--- config.mk ---
export PLATFORM = sky130hd
export DESIGN_NAME = traffic_light_monitor
export DESIGN_NICKNAME = d
export VERILOG_FILES = /design/src/rtl/traffic_light_monitor.sv
export SDC_FILE = /design/constraint.sdc
export NUM_CORES = 1
export LEC_CHECK = 0
export ABC_AREA = 0
export BUFFER_PORTS_ARGS = -buffer_cell sky130_fd_sc_hd__buf_2
export CORE_UTILIZATION = 57
export CTS_CLUSTER_SIZE = 30
export DETAILED_ROUTE_END_ITERATION = 16
export GPL_TIMING_DRIVEN = 1
export PLACE_DENSITY = 0.81
export SYNTH_ARGS = -nofsm -noshare
export SYNTH_HDL_FRONTEND = slang
export SYNTH_SLANG_ARGS = --single-unit
--- constraint.sdc ---
create_clock -name clk -period 6.5 [get_ports clk]
set_clock_uncertainty 0.05 [all_clocks]
set_input_delay 1.3 -clock clk [delete_from_list [all_inputs] [get_ports clk]]
set_output_delay 1.3 -clock clk [all_outputs]
set_load 0.02 [all_outputs]
--- src/rtl/traffic_light_monitor.sv ---
// traffic_light_monitor: passive checker on the four-way light bus; decodes phases, locks onto the rotation, flags order/dwell faults.
// Optional rotation counter is built when TRAFFIC_LIGHT_MONITOR_ROTATION_COUNT_EN is defined; otherwise rotations reads 0.
//
// state     | meaning
// ST_SYNC   | waiting for a legal successor transition to lock onto
// ST_LOCKED | tracking the rotation, checking order and dwell on every sample
// ST_FAULT  | fault latched, first cause held until clr_fault
module traffic_light_monitor #(
   parameter int GREEN_CYCLES  = 8,
   parameter int YELLOW_CYCLES = 5,
   parameter int DW            = 4
) (
   input  logic       clk,
   input  logic       rst,
   input  logic [2:0] east,
   input  logic [2:0] south,
   input  logic [2:0] west,
   input  logic [2:0] north,
   input  logic       clr_fault,
   output logic       locked,
   output logic [2:0] phase,
   output logic       fault,
   output logic [1:0] fault_code,
   output logic [7:0] rotations
);

   typedef enum logic [1:0] {
      ST_SYNC   = 2'd0,
      ST_LOCKED = 2'd1,
      ST_FAULT  = 2'd2
   } state_t;

   localparam logic [2:0]    LG = 3'd1;
   localparam logic [2:0]    LY = 3'd2;
   localparam logic [2:0]    LR = 3'd3;
   localparam logic [1:0]    C_ILLEGAL = 2'd0;
   localparam logic [1:0]    C_SEQ     = 2'd1;
   localparam logic [1:0]    C_SHORT   = 2'd2;
   localparam logic [1:0]    C_LONG    = 2'd3;
   localparam logic [DW-1:0] DWELL_ONE = DW'(1);
   localparam logic [DW-1:0] DWELL_MAX = {DW{1'b1}};
   localparam logic [DW-1:0] G_EXP     = DW'(GREEN_CYCLES);
   localparam logic [DW-1:0] Y_EXP     = DW'(YELLOW_CYCLES);

   logic [11:0]   lights_d, lights_q;
   logic          in_vld_d, in_vld_q;
   state_t        state_d, state_q;
   logic [2:0]    phase_d, phase_q;
   logic [DW-1:0] dwell_d, dwell_q;
   logic          locked_d, locked_q;
   logic          fault_d, fault_q;
   logic [1:0]    fault_code_d, fault_code_q;

   logic          dec_vld;
   logic [2:0]    dec_ph;
   logic          changed;
   logic [2:0]    succ;
   logic [DW-1:0] exp_dwell;
`ifdef TRAFFIC_LIGHT_MONITOR_ROTATION_COUNT_EN
   logic          rot_inc;
   logic [7:0]    rot_d, rot_q;
`endif

   always_comb begin
      lights_d = {east, south, west, north};
      in_vld_d = 1'b1;
   end

   always_comb begin
      dec_vld = 1'b1;
      dec_ph  = 3'd0;
      case (lights_q)
         {LG, LR, LR, LR}: dec_ph = 3'd0;
         {LY, LY, LR, LR}: dec_ph = 3'd1;
         {LR, LG, LR, LR}: dec_ph = 3'd2;
         {LR, LY, LY, LR}: dec_ph = 3'd3;
         {LR, LR, LG, LR}: dec_ph = 3'd4;
         {LR, LR, LY, LY}: dec_ph = 3'd5;
         {LR, LR, LR, LG}: dec_ph = 3'd6;
         {LY, LR, LR, LY}: dec_ph = 3'd7;
         default:          dec_vld = 1'b0;
      endcase
   end

   assign changed   = (dec_ph != phase_q);
   assign succ      = phase_q + 3'd1;
   assign exp_dwell = phase_q[0] ? Y_EXP : G_EXP;

   always_comb begin
      state_d      = state_q;
      phase_d      = phase_q;
      dwell_d      = dwell_q;
      fault_code_d = fault_code_q;
`ifdef TRAFFIC_LIGHT_MONITOR_ROTATION_COUNT_EN
      rot_inc      = 1'b0;
`endif
      // The reset value of the input registers is not a real sample; skip it.
      if (in_vld_q) begin
         if (dec_vld) begin
            phase_d = dec_ph;
            if (changed)
               dwell_d = DWELL_ONE;
            else if (dwell_q != DWELL_MAX)
               dwell_d = dwell_q + DWELL_ONE;
         end
         case (state_q)
            ST_SYNC: begin
               if (!dec_vld) begin
                  state_d      = ST_FAULT;
                  fault_code_d = C_ILLEGAL;
               end else if (changed && (dec_ph == succ)) begin
                  state_d = ST_LOCKED;
               end
            end
            ST_LOCKED: begin
`ifdef TRAFFIC_LIGHT_MONITOR_ROTATION_COUNT_EN
               rot_inc = dec_vld && changed && (phase_q == 3'd7) && (dec_ph == 3'd0);
`endif
               if (!dec_vld) begin
                  state_d      = ST_FAULT;
                  fault_code_d = C_ILLEGAL;
               end else if (changed && (dec_ph != succ)) begin
                  state_d      = ST_FAULT;
                  fault_code_d = C_SEQ;
               end else if (changed && (dwell_q < exp_dwell)) begin
                  state_d      = ST_FAULT;
                  fault_code_d = C_SHORT;
               end else if (!changed && (dwell_q == exp_dwell)) begin
                  state_d      = ST_FAULT;
                  fault_code_d = C_LONG;
               end
            end
            ST_FAULT: begin
               // A fresh illegal sample beats a coincident clear and re-latches its own code.
               if (!dec_vld) begin
                  if (clr_fault)
                     fault_code_d = C_ILLEGAL;
               end else if (clr_fault) begin
                  state_d      = ST_SYNC;
                  fault_code_d = C_ILLEGAL;
               end
            end
            default: state_d = ST_SYNC;
         endcase
      end
      locked_d = (state_d == ST_LOCKED);
      fault_d  = (state_d == ST_FAULT);
   end

   always_ff @(posedge clk or negedge rst) begin
      if (!rst) begin
         lights_q     <= {LR, LR, LR, LR};
         in_vld_q     <= 1'b0;
         state_q      <= ST_SYNC;
         phase_q      <= 3'd0;
         dwell_q      <= '0;
         locked_q     <= 1'b0;
         fault_q      <= 1'b0;
         fault_code_q <= 2'd0;
      end else begin
         lights_q     <= lights_d;
         in_vld_q     <= in_vld_d;
         state_q      <= state_d;
         phase_q      <= phase_d;
         dwell_q      <= dwell_d;
         locked_q     <= locked_d;
         fault_q      <= fault_d;
         fault_code_q <= fault_code_d;
      end
   end

`ifdef TRAFFIC_LIGHT_MONITOR_ROTATION_COUNT_EN
   always_comb begin
      rot_d = rot_q;
      if (rot_inc)
         rot_d = rot_q + 8'd1;
   end

   always_ff @(posedge clk or negedge rst) begin
      if (!rst)
         rot_q <= 8'd0;
      else
         rot_q <= rot_d;
   end

   assign rotations = rot_q;
`else
   assign rotations = 8'd0;
`endif

   assign locked     = locked_q;
   assign phase      = phase_q;
   assign fault      = fault_q;
   assign fault_code = fault_code_q;

endmodule

# Word level (Yosys, flattened, before mapping)
# Index checks and enable logic that the tools add are counted.
word_totals:
  elab_cells: 65
  out_inout_bits: 15
  reg_bits: 26
  input_bits: 15
classes:
  magnitude_cmp: 1
  add_sub_neg: 2
  eq_ne: 20
  reduce_logical: 12
  muxes: 22
op_table:
  columns: ["cell", "n"]
  rows:
  - ["== test 12 x 11 -> 1 bit (second input constant)", 7]
  - ["2-to-1 mux 2 bit", 15]
  - ["one-hot mux 3 bit (7 select lines)", 1]
  - ["== test 12 x 10 -> 1 bit (second input constant)", 1]
  - ["2-to-1 mux 4 bit", 3]
  - ["one-hot mux 2 bit (3 select lines)", 2]
  - ["OR reduction 8 bit", 1]
  - ["!= test 3 bit", 2]
  - ["!= test 5 bit (second input constant)", 1]
  - ["AND reduction 5 bit", 1]
  - ["adder 4 x 1 -> 4 bit (second input constant)", 1]
  - ["== test 2 x 1 -> 1 bit (second input constant)", 2]
  - ["== test 2 bit (second input constant)", 2]
  - ["== test 4 bit", 1]
  - ["logical AND 1 bit", 4]
  - ["less-than comparator 4 bit", 1]
  - ["!= test 2 bit (second input constant)", 2]
  - ["!= test 4 bit (second input constant)", 1]
  - ["adder 3 x 1 -> 3 bit (second input constant)", 1]
  - ["== test 3 bit", 1]
  - ["AND reduction 3 bit", 1]
  - ["nonzero test 3 bit", 1]
  - ["zero test 2 bit", 1]
  - ["AND reduction 2 bit", 1]
  - ["other kinds (3)", 3]

# Logic depth before layout (Yosys ltp)
# Gate-level depths: netlist of the first run.
depth:
  ltp_word: 12
  ltp_mapped: 9
  mapped_depth_nobuf: 8

# Least setup slack after synthesis of the first run
# OpenSTA, ideal clock, no wires.
synth_path:
  path_type: "register to register"
  start: "register lights_q[9]"
  end: "register locked_q, in the netlist locked"
  slack_ns: 4.296
  arrival_ns: 2.035
  synth_period_minus_slack_ns: 2.204
  stages_incl_launch_ff: 10
  cell_sequence: "dfstp_2 -> buf_2 -> nor3b_1 -> o2111a_1 -> a31oi_2 -> mux2i_1 -> a211oi_4 -> a22oi_4 -> a31oi_4 -> and2_1"
synth_via:
  elab_chain_cells: 12
  elab_cells_between_ends: 29
synth_rtl:
  columns: ["element", "line_no", "source"]
  rows:
  - ["start: declaration", "45", "logic [11:0] lights_d, lights_q;"]
  - ["start signal: assignment", "152", "lights_q <= {LR, LR, LR, LR};"]
  - ["start signal: assignment", "161", "lights_q <= lights_d;"]
  - ["== test 12 x 11 -> 1 bit", "72", "case (lights_q)"]
  - ["one-hot mux 3 bit (7 select lines)", "72", null]
  - ["!= test 3 bit", "85", "assign changed = (dec_ph != phase_q);"]
  - ["zero test 1 bit", "128", "end else if (!changed && (dwell_q == exp_dwell)) begin"]
  - ["logical AND 1 bit", "128", null]
  - ["2-to-1 mux 2 bit", "128", null]
  - ["2-to-1 mux 2 bit", "125", "end else if (changed && (dwell_q < exp_dwell)) begin"]
  - ["2-to-1 mux 2 bit", "122", "end else if (changed && (dec_ph != succ)) begin"]
  - ["2-to-1 mux 2 bit", "119", "if (!dec_vld) begin"]
  - ["one-hot mux 2 bit (3 select lines) *", "106", "case (state_q)"]
  - ["2-to-1 mux 2 bit *", "98", "if (in_vld_q) begin"]
  - ["== test 2 x 1 -> 1 bit *", "146", "locked_d = (state_d == ST_LOCKED);"]
  - ["via locked_d", "50", "logic locked_d, locked_q;"]
  - ["end signal: assignment", "166", "locked_q <= locked_d;"]
  - ["end: declaration", "50", null]
# The timed path passes the listed nets; every way through them passes the cells marked *.
# A chain may end at the register's enable or synchronous reset.

# Worst setup path after layout of the first run
layout_path:
  start: "register lights_q[1]"
  end: "register locked_q, in the netlist locked"
# The elaborated chain is that of the path after synthesis.

==> out/metrics.cfg, run 1 <==
[outcome]
run_status = complete, no violations

[yosys]
syn_inst = 150
syn_area_mm2 = 0.00156
ys_ff_latch = 26
synthFlopType = dfrtp_1
ys_types = 46
yosysSeqAreaShare_pct = 42.3
ys_async_sr_fraction_pct = 100
synth_edf_count = 0
synth.top_cell.area_share_pct = 28.8
syn-mean-instance-area_um2 = 10.4
yosysWarnings = 0
synth_area_leader_cell = dfrtp_1
yosys-top-cells-area = dfrtp_1, dfstp_2, a21oi_1

[place]
gp_congestion = 0.957
dp_hpwl_um = 2160
portBuffers = 21

[setup_path]
crit_slowest_cell = dfstp_2
crit_chain = and3b_1 -> o211ai_1 -> a21oi_1 -> or2_1 -> a211oi_4 -> a22oi_4 -> a31oi_4 -> and2_1
crit_required_ns = 6.71
cp_max_fo = 7
cp.arrival_ns = 2.60
r2r_slack_ns = 4.11
reg2regPathDepth = 8
start_kind = flip-flop
r2r_start = lights_q[1]$_DFF_PN1_
reg2reg_to = locked$_DFF_PN0_
slowest_delay_ns = 0.57
cp-end-kind = flip-flop
setup.worst_path.class = flip-flop to flip-flop

[drt]
wl_per_cell_um = 13.8
vias = 1172
ant_nets = 0
vias_per_cell = 5.83
routed_wl_um = 2770
drcViolationCount = 0
first_iter_violations = 20
first_pass_iters = 4

[sta]
finalHoldViolCount = 0
finalCriticalPeriod_ns = 2.39
setup_tns_ns = 0
worst_pin_slew_ns = 0.544
period_share_pct = 36.7
hold-worst-slack_ns = 0.487
rsz0062_at_grt = no
max_freq_mhz = 419
slew_violations = 0
maxSlewHeadroom_pct = 63.7
setup_violations = 0

[power_and_ir_drop]
p_per_area_mw_per_mm2 = 193
p_seq_share_pct = 54.5
intPower_uw = 250
switching_share_pct = 24.4
power.leakage_nw = 0.862
power.ir.vdd_worst_uv = 173
p_sw_uw = 80.4
power.share.combinational_pct = 12.6
finalPower_uw = 330
power_frac_clock_pct = 32.9

[die]
core_mm2 = 0.00252
die_h_um = 54.3
die_w_um = 54.3
start_util_pct = 61.9
rows = 18
io_pins = 30
dieArea_mm2 = 0.00295

[cts]
cts_tree = built
cts_num_sinks = 26
cts.path.max_buffers = 2
clk_transition_reported_paths_ns = 0.14
clk_latency_ns = 0.31
htreeDepth = 1
cts_buffers = 3
cts_hold_buf = 0
post_cts_buffers = 0
cts_resized = 0
cts_root_buf = clkbuf_4

[final_layout]
drive_gt1_share_pct = 25.7
diodes = 0
synthToLayoutAreaGrowth_pct = 9.38
nets = 192
num-fill-cells = 206

[worst_hold_path]
hold_path_class = flip-flop to flip-flop
hold_start = fault_code[0]$_DFFE_PN0P_
min_path_cells = 2
hold_end = fault_code[0]$_DFFE_PN0P_

[global_route]
grt_antenna_before_repair = 0
grt_pass1_vias = 1010
grt_max_degree = 27
grt_remaining_overflow = 0
grt_pass1_wl_um = 4540
grtUsageTotal_pct = 21.5

[flow_run]
cap_violations = 0

-- logic make-up after synthesis --
family / count (synthesis) / share of synthesized area, %
compound gates: 42 / 20.2
flops: 26 / 42.3
simple gates: 53 / 23.2
other cells: 2 / 0.481
fa+ha+maj: 5 / 4.01
buf+inv: 15 / 5.77
mux: 1 / 0.641
xor+xnor: 6 / 3.37
-- power by group through the flow --
stage	sequential, mW	combinational, mW	clock [mW]
floorplan	0.181	0.0332	0
global placement	0.182	0.0407	0
detailed placement	0.182	0.0419	0
CTS	0.180	0.0420	0.114
global route	0.181	0.0464	0.118
finish	0.180	0.0415	0.109
-- routing by layer --
| metal | share of wire [%] | vias to the layer above | track usage [%] | wire length (µm) |
|---|---|---|---|---|
| met2 | 48 | 31 | 34.3 | 1340 |
| met5 | 0 | - | 0 | 0 |
| li1 | - | 572 | - | - |
| met4 | 0.47 | 0 | 5.13 | 13 |
| met1 | 48 | 567 | 30.4 | 1320 |
| met3 | 3.4 | 2 | 3.61 | 95 |
-- layout by cell type, fill, tap and decap left out, types with 2 or more instances in the layout --
cell and instances:
a21o_1 4, a21oi_1 14, a31oi_2 2, and2_1 3
and3_1 3, and3b_1 4, and4b_1 2, buf_2 21
clkbuf_4 3, conb_1 9, dfrtp_1 18, dfstp_2 8
ha_1 5, inv_1 4, nand2_1 10, nand2b_1 4
nand3_1 4, nand3b_1 2, nand4_1 2, nand4b_1 2
nor2_1 4, nor2b_1 2, nor3b_1 4, o2111ai_1 2
o211ai_1 2, o21ai_0 8, xnor2_1 4, xor2_1 2
-- metrics by stage --
step                      area, µm²  std cells  utilization [%]  setup slack, ns
after detailed placement       1660        197             65.6             4.15
after global placement         1660        197             65.6             4.18
after global routing           1710        201             67.7             3.94
after CTS                      1710        201             67.7             4.11
final                          1710        201             67.7             4.11
after floorplan                1590        157                -             4.30
-- Yosys cell counts (3+ instances only) --
cell type   n
nand3_1     4
o21ai_0     8
nand2_1    10
and3b_1     4
xnor2_1     4
dfrtp_1    18
buf_2       3
a21o_1      4
nor2_1      4
nand2b_1    4
and3_1      3
nor3b_1     4
dfstp_2     8
a21oi_1    14
ha_1        5
buf_4       8
inv_1       4
and2_1      3
-- final cells by class --
type	instances	area, µm²	share of cell area [%]
multi-input combinational	116	837	49.0
sequential	26	661	38.7
timing repair buffer	21	105	6.15
tap	30	37.5	2.20
clock inverter	1	30.0	1.76
clock buffer	3	22.5	1.32
inverter	4	15.0	0.879
-- worst max-delay path: cells and delay by family, from the launching register on --
kind / cells / cell delay, ns
AO/OA/AOI/OAI: 5 / 1.11
AND/OR/NAND/NOR: 3 / 0.60
flip-flops: 1 / 0.57
-- worst max path at each step --
stage                            end  slack [ns]  depth (start not counted)                  start
floorplan           locked$_DFF_PN0_        4.30                          9  lights_q[9]$_DFF_PN1_
CTS                 locked$_DFF_PN0_        4.11                          8  lights_q[1]$_DFF_PN1_
detailed placement  locked$_DFF_PN0_        4.15                          8  lights_q[1]$_DFF_PN1_
finish              locked$_DFF_PN0_        4.11                          8  lights_q[1]$_DFF_PN1_
global route        locked$_DFF_PN0_        3.94                          8  lights_q[1]$_DFF_PN1_
global placement    locked$_DFF_PN0_        4.18                          8  lights_q[1]$_DFF_PN1_
-- registers in the layout (all words and copies together), names as in the netlist --
name	count
dwell_q	4
state_q	2
lights_q	12
in_vld_q	1
locked	1
fault_code	2
fault	1
phase	3
Power figures use the tool's default switching activity.
==> inputs of run 2 (changes only) <==
--- a/config.mk
+++ b/config.mk
@@ -5,13 +5,13 @@
 export SDC_FILE = /design/constraint.sdc
 export NUM_CORES = 1
 export LEC_CHECK = 0
-export ABC_AREA = 0
+export ABC_AREA = 1
 export BUFFER_PORTS_ARGS = -buffer_cell sky130_fd_sc_hd__buf_2
-export CORE_UTILIZATION = 57
+export CORE_UTILIZATION = 55
 export CTS_CLUSTER_SIZE = 30
 export DETAILED_ROUTE_END_ITERATION = 16
 export GPL_TIMING_DRIVEN = 1
-export PLACE_DENSITY = 0.81
+export PLACE_DENSITY = 0.78
 export SYNTH_ARGS = -nofsm -noshare
 export SYNTH_HDL_FRONTEND = slang
 export SYNTH_SLANG_ARGS = --single-unit
==> constraint.sdc (replaced) <==
create_clock -name clk -period 2.4 [get_ports clk]
set_clock_uncertainty 0.05 [all_clocks]
set_input_delay 0.48 -clock clk [delete_from_list [all_inputs] [get_ports clk]]
set_output_delay 0.48 -clock clk [all_outputs]
set_load 0.02 [all_outputs]
==> out/metrics.cfg, run 2 <==
[final_layout]
drive_gt1_share_pct = 32.1  ; +6.4 points
layout.cells.non_filler = 274  ; +36%
final_common_cell = nand2_1
nets = 264  ; +38%
synthToLayoutAreaGrowth_pct = 11.7
mostFrequentLayoutCells = nand2_1, buf_2, inv_1
largest-register = lights_q
largest_reg_flops = 12  ; unchanged
num-fill-cells = 250  ; +21%
diodes = 0  ; unchanged

[yosys]
ys_ff_latch = 26  ; unchanged
syn-mean-instance-area_um2 = 7.97  ; -23%
ys_async_sr_fraction_pct = 100  ; unchanged
ys_types = 32  ; -30%
yosysWarnings = 0  ; unchanged
yosys-top-cells-area = dfrtp_1, dfstp_2, nand2_1
ys_top_cells_by_count = nand2_1, inv_1, nand3_1, nor2_1, dfrtp_1
synth_area_leader_cell = dfrtp_1
synth.most_common_cell = nand2_1
yosysSeqAreaShare_pct = 38.6  ; -3.7 points
synth.top_cell.area_share_pct = 26.3  ; -2.5 points
synth_edf_count = 0  ; unchanged
synthFlopType = dfrtp_1
syn_area_mm2 = 0.00171  ; +9.7%
syn_inst = 215  ; +43%

[setup_path]
cp_max_fo = 6  ; -1
crit_chain = nand2_2 -> nor2_8 -> buf_4 -> nand3_1 -> nand2_1 -> nor2_1 -> nand3_1 -> nand2_2 -> nand3_4 -> nor2_1 -> nor3_4 -> inv_2 -> o31ai_1
cp_num_buf_inv = 2  ; +2
critical-path-top-delay-family = simple AND/OR/NAND/NOR gates
cp-end-kind = flip-flop
crit_required_ns = 2.58  ; -4.13 ns
cp.arrival_ns = 2.38  ; -0.22 ns
start_kind = flip-flop
crit_slowest_cell = dfstp_2
slowest_delay_ns = 0.56  ; about the same
setup.worst_path.class = flip-flop to flip-flop

[cts]
cts_num_sinks = 26  ; unchanged
cts_tree = built
cts.path.max_buffers = 2  ; unchanged
clk_transition_reported_paths_ns = 0.13  ; about the same
cts_root_buf = clkbuf_4
clk_latency_ns = 0.31  ; about the same
htreeDepth = 1  ; unchanged
cts_buffers = 3  ; unchanged

[die]
start_util_pct = 60.0  ; -1.9 points
io_pins = 30  ; unchanged
die_h_um = 57.8  ; +6.4%
dieArea_mm2 = 0.00334  ; +13%
die_w_um = 57.8  ; +6.4%
rows = 19  ; +1
core_mm2 = 0.00285  ; +13%

[sta]
setup_violations = 0  ; unchanged
finalCriticalPeriod_ns = 2.20  ; -0.185 ns
period_share_pct = 91.7  ; +55 points
finalHoldViolCount = 0  ; unchanged
max_freq_mhz = 454  ; +8.4%
slew_violations = 0  ; unchanged
worst_pin_slew_ns = 0.563  ; +0.0188 ns
rsz0062_at_grt = yes
maxSlewHeadroom_pct = 62.2  ; -1.5 points
fin_ws_ns = 0.198  ; -3.91 ns

[worst_hold_path]
hold_path_class = primary input to asynchronous set/reset pin

[power_and_ir_drop]
power.ir.vdd_worst_uv = 363  ; +110%
power.leakage_nw = 0.997  ; +16%
p_per_area_mw_per_mm2 = 415  ; +110%
finalPower_uw = 795  ; +140%

[drt]
routed_wl_um = 2750  ; -0.54%
wl_per_cell_um = 10.1  ; -27%
first_pass_iters = 7  ; +3
vias_per_cell = 5.10  ; -13%
vias = 1397  ; +19%
first_iter_violations = 64  ; +220%
drcViolationCount = 0  ; unchanged
ant_nets = 0  ; unchanged

[place]
place_ws_ns = 0.218  ; -3.94 ns
portBuffers = 21  ; unchanged
gp_congestion = 0.818  ; -15%
place_inst = 266  ; +35%
dp_hpwl_um = 2160  ; +0.10%

[global_route]
top_usage_layer = met2
grtUsageTotal_pct = 18.5  ; -3.1 points
grt_max_degree = 27  ; unchanged
grt_util_met2_pct = 28.2  ; -6.1 points
grt_pass1_wl_um = 4880  ; +7.4%
grt_remaining_overflow = 0  ; unchanged
grt_antenna_before_repair = 0  ; unchanged
grt_pass1_vias = 1174  ; +16%
use_met1_pct = 27.1  ; -3.3 points
met3_usage_pct = 2.90  ; -0.71 points

[flow_run]
cap_violations = 0  ; unchanged

[outcome]
run_status = complete, no violations

[run 2: cell types whose count changed after synthesis, moves of 6 or more]
cell,delta
inv_1,+16
nand3_1,+15
nor2_1,+15
nand2_1,+35
a21oi_1,-6
inv_2,+8
nand2_2,+14
[run 2: logic make-up (layout without fill, tap and decap cells)]
| kind of cell | count (synthesis) | count (layout) | synth area share, % |
|---|---|---|---|
| other cells | 2 | 9 | 0.438 |
| fa+ha+maj | 5 | 5 | 3.65 |
| flops | 26 | 26 | 38.6 |
| compound gates | 23 | 23 | 7.82 |
| xor+xnor | 3 | 3 | 1.53 |
| simple gates | 120 | 120 | 38.3 |
| buf+inv | 36 | 57 | 9.64 |
[run 2: report_power, final]
part           internal, mW  switching, mW
clock                0.0925          0.123
sequential            0.463         0.0124
combinational        0.0325         0.0716
total                 0.588          0.207
[run 2: area by class of cell]
type	instances	area, µm²	area share (%)
inverters	28	105	5.49
well taps	31	38.8	2.03
clock buffers	4	36.3	1.90
repair buffers	25	135	7.06
multi-input cells	160	937	49.0
flip-flops and latches	26	661	34.5
[run 2: worst reg2reg max path, cell delays in order, from the launching register on]
cell,delay [ns]
dfstp_2,0.56
nand2_2,0.10
nor2_8,0.17
buf_4,0.16
nand3_1,0.10
nand2_1,0.11
nor2_1,0.04
nand3_1,0.07
nand2_2,0.08
nand3_4,0.12
nor2_1,0.08
nor3_4,0.19
inv_2,0.08
o31ai_1,0.20
[run 2: timing repair]
action | CTS | global route
setup buffers | 0 | 4
hold endpoints to repair | 0 | 0
gates resized for setup | 0 | 9
hold buffers | 0 | 0
endpoints found under the setup margin | 0 | 5
[run 2: final timing paths]
check / start / to / slack, ns / depth (start not counted)
max: lights_q[9]$_DFF_PN1_ / dwell_q[2]$_DFFE_PN0P_ / 0.20 / 13
min: rst / lights_q[8]$_DFF_PN0_ / 0.08 / 1
max reg2reg: lights_q[9]$_DFF_PN1_ / dwell_q[2]$_DFFE_PN0P_ / 0.20 / 13
min reg2reg: fault_code[1]$_DFFE_PN0P_ / fault_code[1]$_DFFE_PN0P_ / 0.49 / 2
max in group asynchronous: rst / lights_q[7]$_DFF_PN1_ / 1.85 / 1
min in group clk: west[1] / lights_q[4]$_DFF_PN1_ / 0.20 / 1
[run 2: per-stage QoR]
stage	area, µm²	utilization, %	hold WS (ns)	TNS (ns)
2_1_floorplan	1740	-	0.134	0
3_3_place_gp	1820	63.9	0.447	0
3_5_place_dp	1820	63.9	0.455	0
4_1_cts	1860	65.2	0.0953	0
5_1_grt	1910	67.1	0.113	-0.0101
6_report	1910	67.1	0.0822	0
[run 2: layer usage]
layer  routed length (µm)  up-vias  part of all wire, %
met5                    0        -                    0
met4                   45        0                  1.6
met3                  175        6                  6.4
met2                 1190       57                   43
met1                 1340      595                   49
li1                     -      739                    -
==> inputs of run 3 (changes only) <==
--- a/config.mk
+++ b/config.mk
@@ -7,11 +7,11 @@
 export LEC_CHECK = 0
 export ABC_AREA = 1
 export BUFFER_PORTS_ARGS = -buffer_cell sky130_fd_sc_hd__buf_2
-export CORE_UTILIZATION = 55
+export CORE_UTILIZATION = 25
 export CTS_CLUSTER_SIZE = 30
 export DETAILED_ROUTE_END_ITERATION = 16
 export GPL_TIMING_DRIVEN = 1
-export PLACE_DENSITY = 0.78
+export PLACE_DENSITY = 0.41
 export SYNTH_ARGS = -nofsm -noshare
 export SYNTH_HDL_FRONTEND = slang
 export SYNTH_SLANG_ARGS = --single-unit
==> out/metrics.cfg, run 3 (synthesis gave the netlist of run 2 again) <==
[drt]
first_iter_violations = 55  ; -14%
first_pass_iters = 10  ; +3
drcViolationCount = 0  ; unchanged
ant_nets = 0  ; unchanged
routed_wl_um = 3540  ; +29%
vias_per_cell = 4.36  ; -14%
wl_per_cell_um = 10.9  ; +8.1%
vias = 1422  ; +1.8%

[global_route]
grtUsageTotal_pct = 10.9  ; -7.6 points
grt_max_degree = 27  ; unchanged
grt_pass1_vias = 1353  ; +15%
grt_remaining_overflow = 0  ; unchanged
grt_pass1_wl_um = 6210  ; +27%
grt_antenna_before_repair = 0  ; unchanged

[final_layout]
num-fill-cells = 686  ; +170%
synthToLayoutAreaGrowth_pct = 19.6
nets = 270  ; +2.3%
drive_gt1_share_pct = 34.9  ; +2.8 points
mostFrequentLayoutCells = nand2_1, buf_2, inv_1
fin_area_mm2 = 0.00205  ; +7.1%
layout.cells.non_filler = 326  ; +19%
fin_util_pct = 31.6  ; -36 points
largest-register = lights_q
final_common_cell = nand2_1
multi_input_area_um2 = 976  ; +4.1%
diodes = 0  ; unchanged
regArea_um2 = 662  ; +0.19%
largest_reg_flops = 12  ; unchanged

[place]
place_area_mm2 = 0.00189  ; +3.6%
dp_hpwl_um = 2650  ; +23%
gp_congestion = 0.753  ; -7.9%
portBuffers = 21  ; unchanged
place_inst = 313  ; +18%

[cts]
cts_num_sinks = 26  ; unchanged
cts_tree = built
cts.path.max_buffers = 2  ; unchanged
htreeDepth = 1  ; unchanged
cts_hold_buf = 0  ; unchanged
clk_transition_reported_paths_ns = 0.09  ; -0.04 ns
cts_buffers = 3  ; unchanged
cts_root_buf = clkbuf_8
clk_latency_ns = 0.27  ; -0.04 ns

[outcome]
run_status = complete, no violations

[sta]
period_share_pct = 92.1  ; +0.36 points
slew_violations = 0  ; unchanged
worst_pin_slew_ns = 0.560  ; -0.00253 ns
finalHoldViolCount = 0  ; unchanged
setup_tns_ns = 0  ; unchanged
setup_violations = 0  ; unchanged
finalCriticalPeriod_ns = 2.21  ; +0.00853 ns
rsz0062_at_grt = yes
maxSlewHeadroom_pct = 62.7  ; +0.46 points
max_freq_mhz = 452  ; -0.39%

[setup_path]
slowest_delay_ns = 0.56  ; about the same
start_kind = flip-flop
setup.worst_path.class = flip-flop to flip-flop
crit_required_ns = 2.56  ; -0.02 ns
crit_slowest_cell = dfstp_2
cp.arrival_ns = 2.37  ; about the same
cp-end-kind = flip-flop
crit_chain = nand2_4 -> nor2_8 -> nand3_2 -> nand2_4 -> inv_2 -> nand2_2 -> nand2_1 -> nand2_1 -> nand3_1 -> a21oi_1 -> nand2_1 -> nand2_1 -> nand2_1 -> nand2_1 -> nand2_2 -> nor2_2
worst_path_most_repeated_cell = nand2_1
cp_max_fo = 8  ; +2

[die]
die_h_um = 84.8  ; +47%
core_mm2 = 0.00649  ; +130%
rows = 29  ; +10
start_util_pct = 26.4  ; -34 points
dieArea_mm2 = 0.00719  ; +120%
die_w_um = 84.8  ; +47%
io_pins = 30  ; unchanged

[power_and_ir_drop]
power.leakage_nw = 1.03  ; +3.3%
power.ir.vdd_worst_uv = 184  ; -49%
finalPower_uw = 851  ; +7.1%
p_per_area_mw_per_mm2 = 415  ; about the same

[flow_run]
cap_violations = 0  ; unchanged

[worst_hold_path]
hold_path_class = primary input to asynchronous set/reset pin

==> run 3: final cells by class <==
| type | count | area share [%] |
|---|---|---|
| multi-input combinational | 162 | 47.6 |
| timing repair buffer | 29 | 8.06 |
| inverter | 28 | 5.13 |
| sequential | 26 | 32.3 |
| tap | 77 | 4.70 |
| clock buffer | 4 | 2.20 |
==> run 3: where the power goes <==
| group | switching [mW] | leakage, nW | internal (mW) |
|---|---|---|---|
| Clock | 0.143 | 0.0228 | 0.119 |
| Combinational | 0.0769 | 0.695 | 0.0355 |
| Sequential | 0.0138 | 0.312 | 0.463 |
==> run 3: metal layers <==
metal / wire [µm] / GRT usage, % / part of all wire [%]
met1: 1850 / 14.9 / 52
met2: 1560 / 17.3 / 44
met3: 76 / 1.57 / 2.1
met4: 60 / 4.16 / 1.7
met5: 0 / 0 / 0
==> run 3: worst paths after layout <==
check	startpoint	endpoint	slack, ns	cells after the start
setup / recovery	lights_q[4]$_DFF_PN1_	locked$_DFF_PN0_	0.19	16
hold / removal	rst	lights_q[2]$_DFF_PN0_	0.14	1
setup reg to reg	lights_q[4]$_DFF_PN1_	locked$_DFF_PN0_	0.19	16
hold reg to reg	fault_code[0]$_DFFE_PN0P_	fault_code[0]$_DFFE_PN0P_	0.49	2
max in group asynchronous	rst	phase[0]$_DFFE_PN0P_	1.75	1
min in group clk	north[1]	lights_q[1]$_DFF_PN1_	0.24	1
==> run 3: worst max-delay path, delay by kind of cell (launching register included) <==
family / cells / cell delay (ns)
DFF: 1 / 0.56
buffers and inverters: 1 / 0.05
AOI/OAI and AO/OA: 1 / 0.18
and+or+nand+nor: 14 / 1.32
==> run 3: metrics by stage <==
step           hold WS, ns  setup slack, ns
2_1_floorplan        0.134            0.412
3_3_place_gp         0.474            0.111
3_5_place_dp         0.477            0.153
4_1_cts              0.168            0.120
5_1_grt              0.179          -0.0300
6_report             0.136            0.190
==> run 3: timing repair <==
action,4_1_cts,5_1_grt
endpoints found under the setup margin,0,7
buffers inserted,0,7
resized for setup,0,14
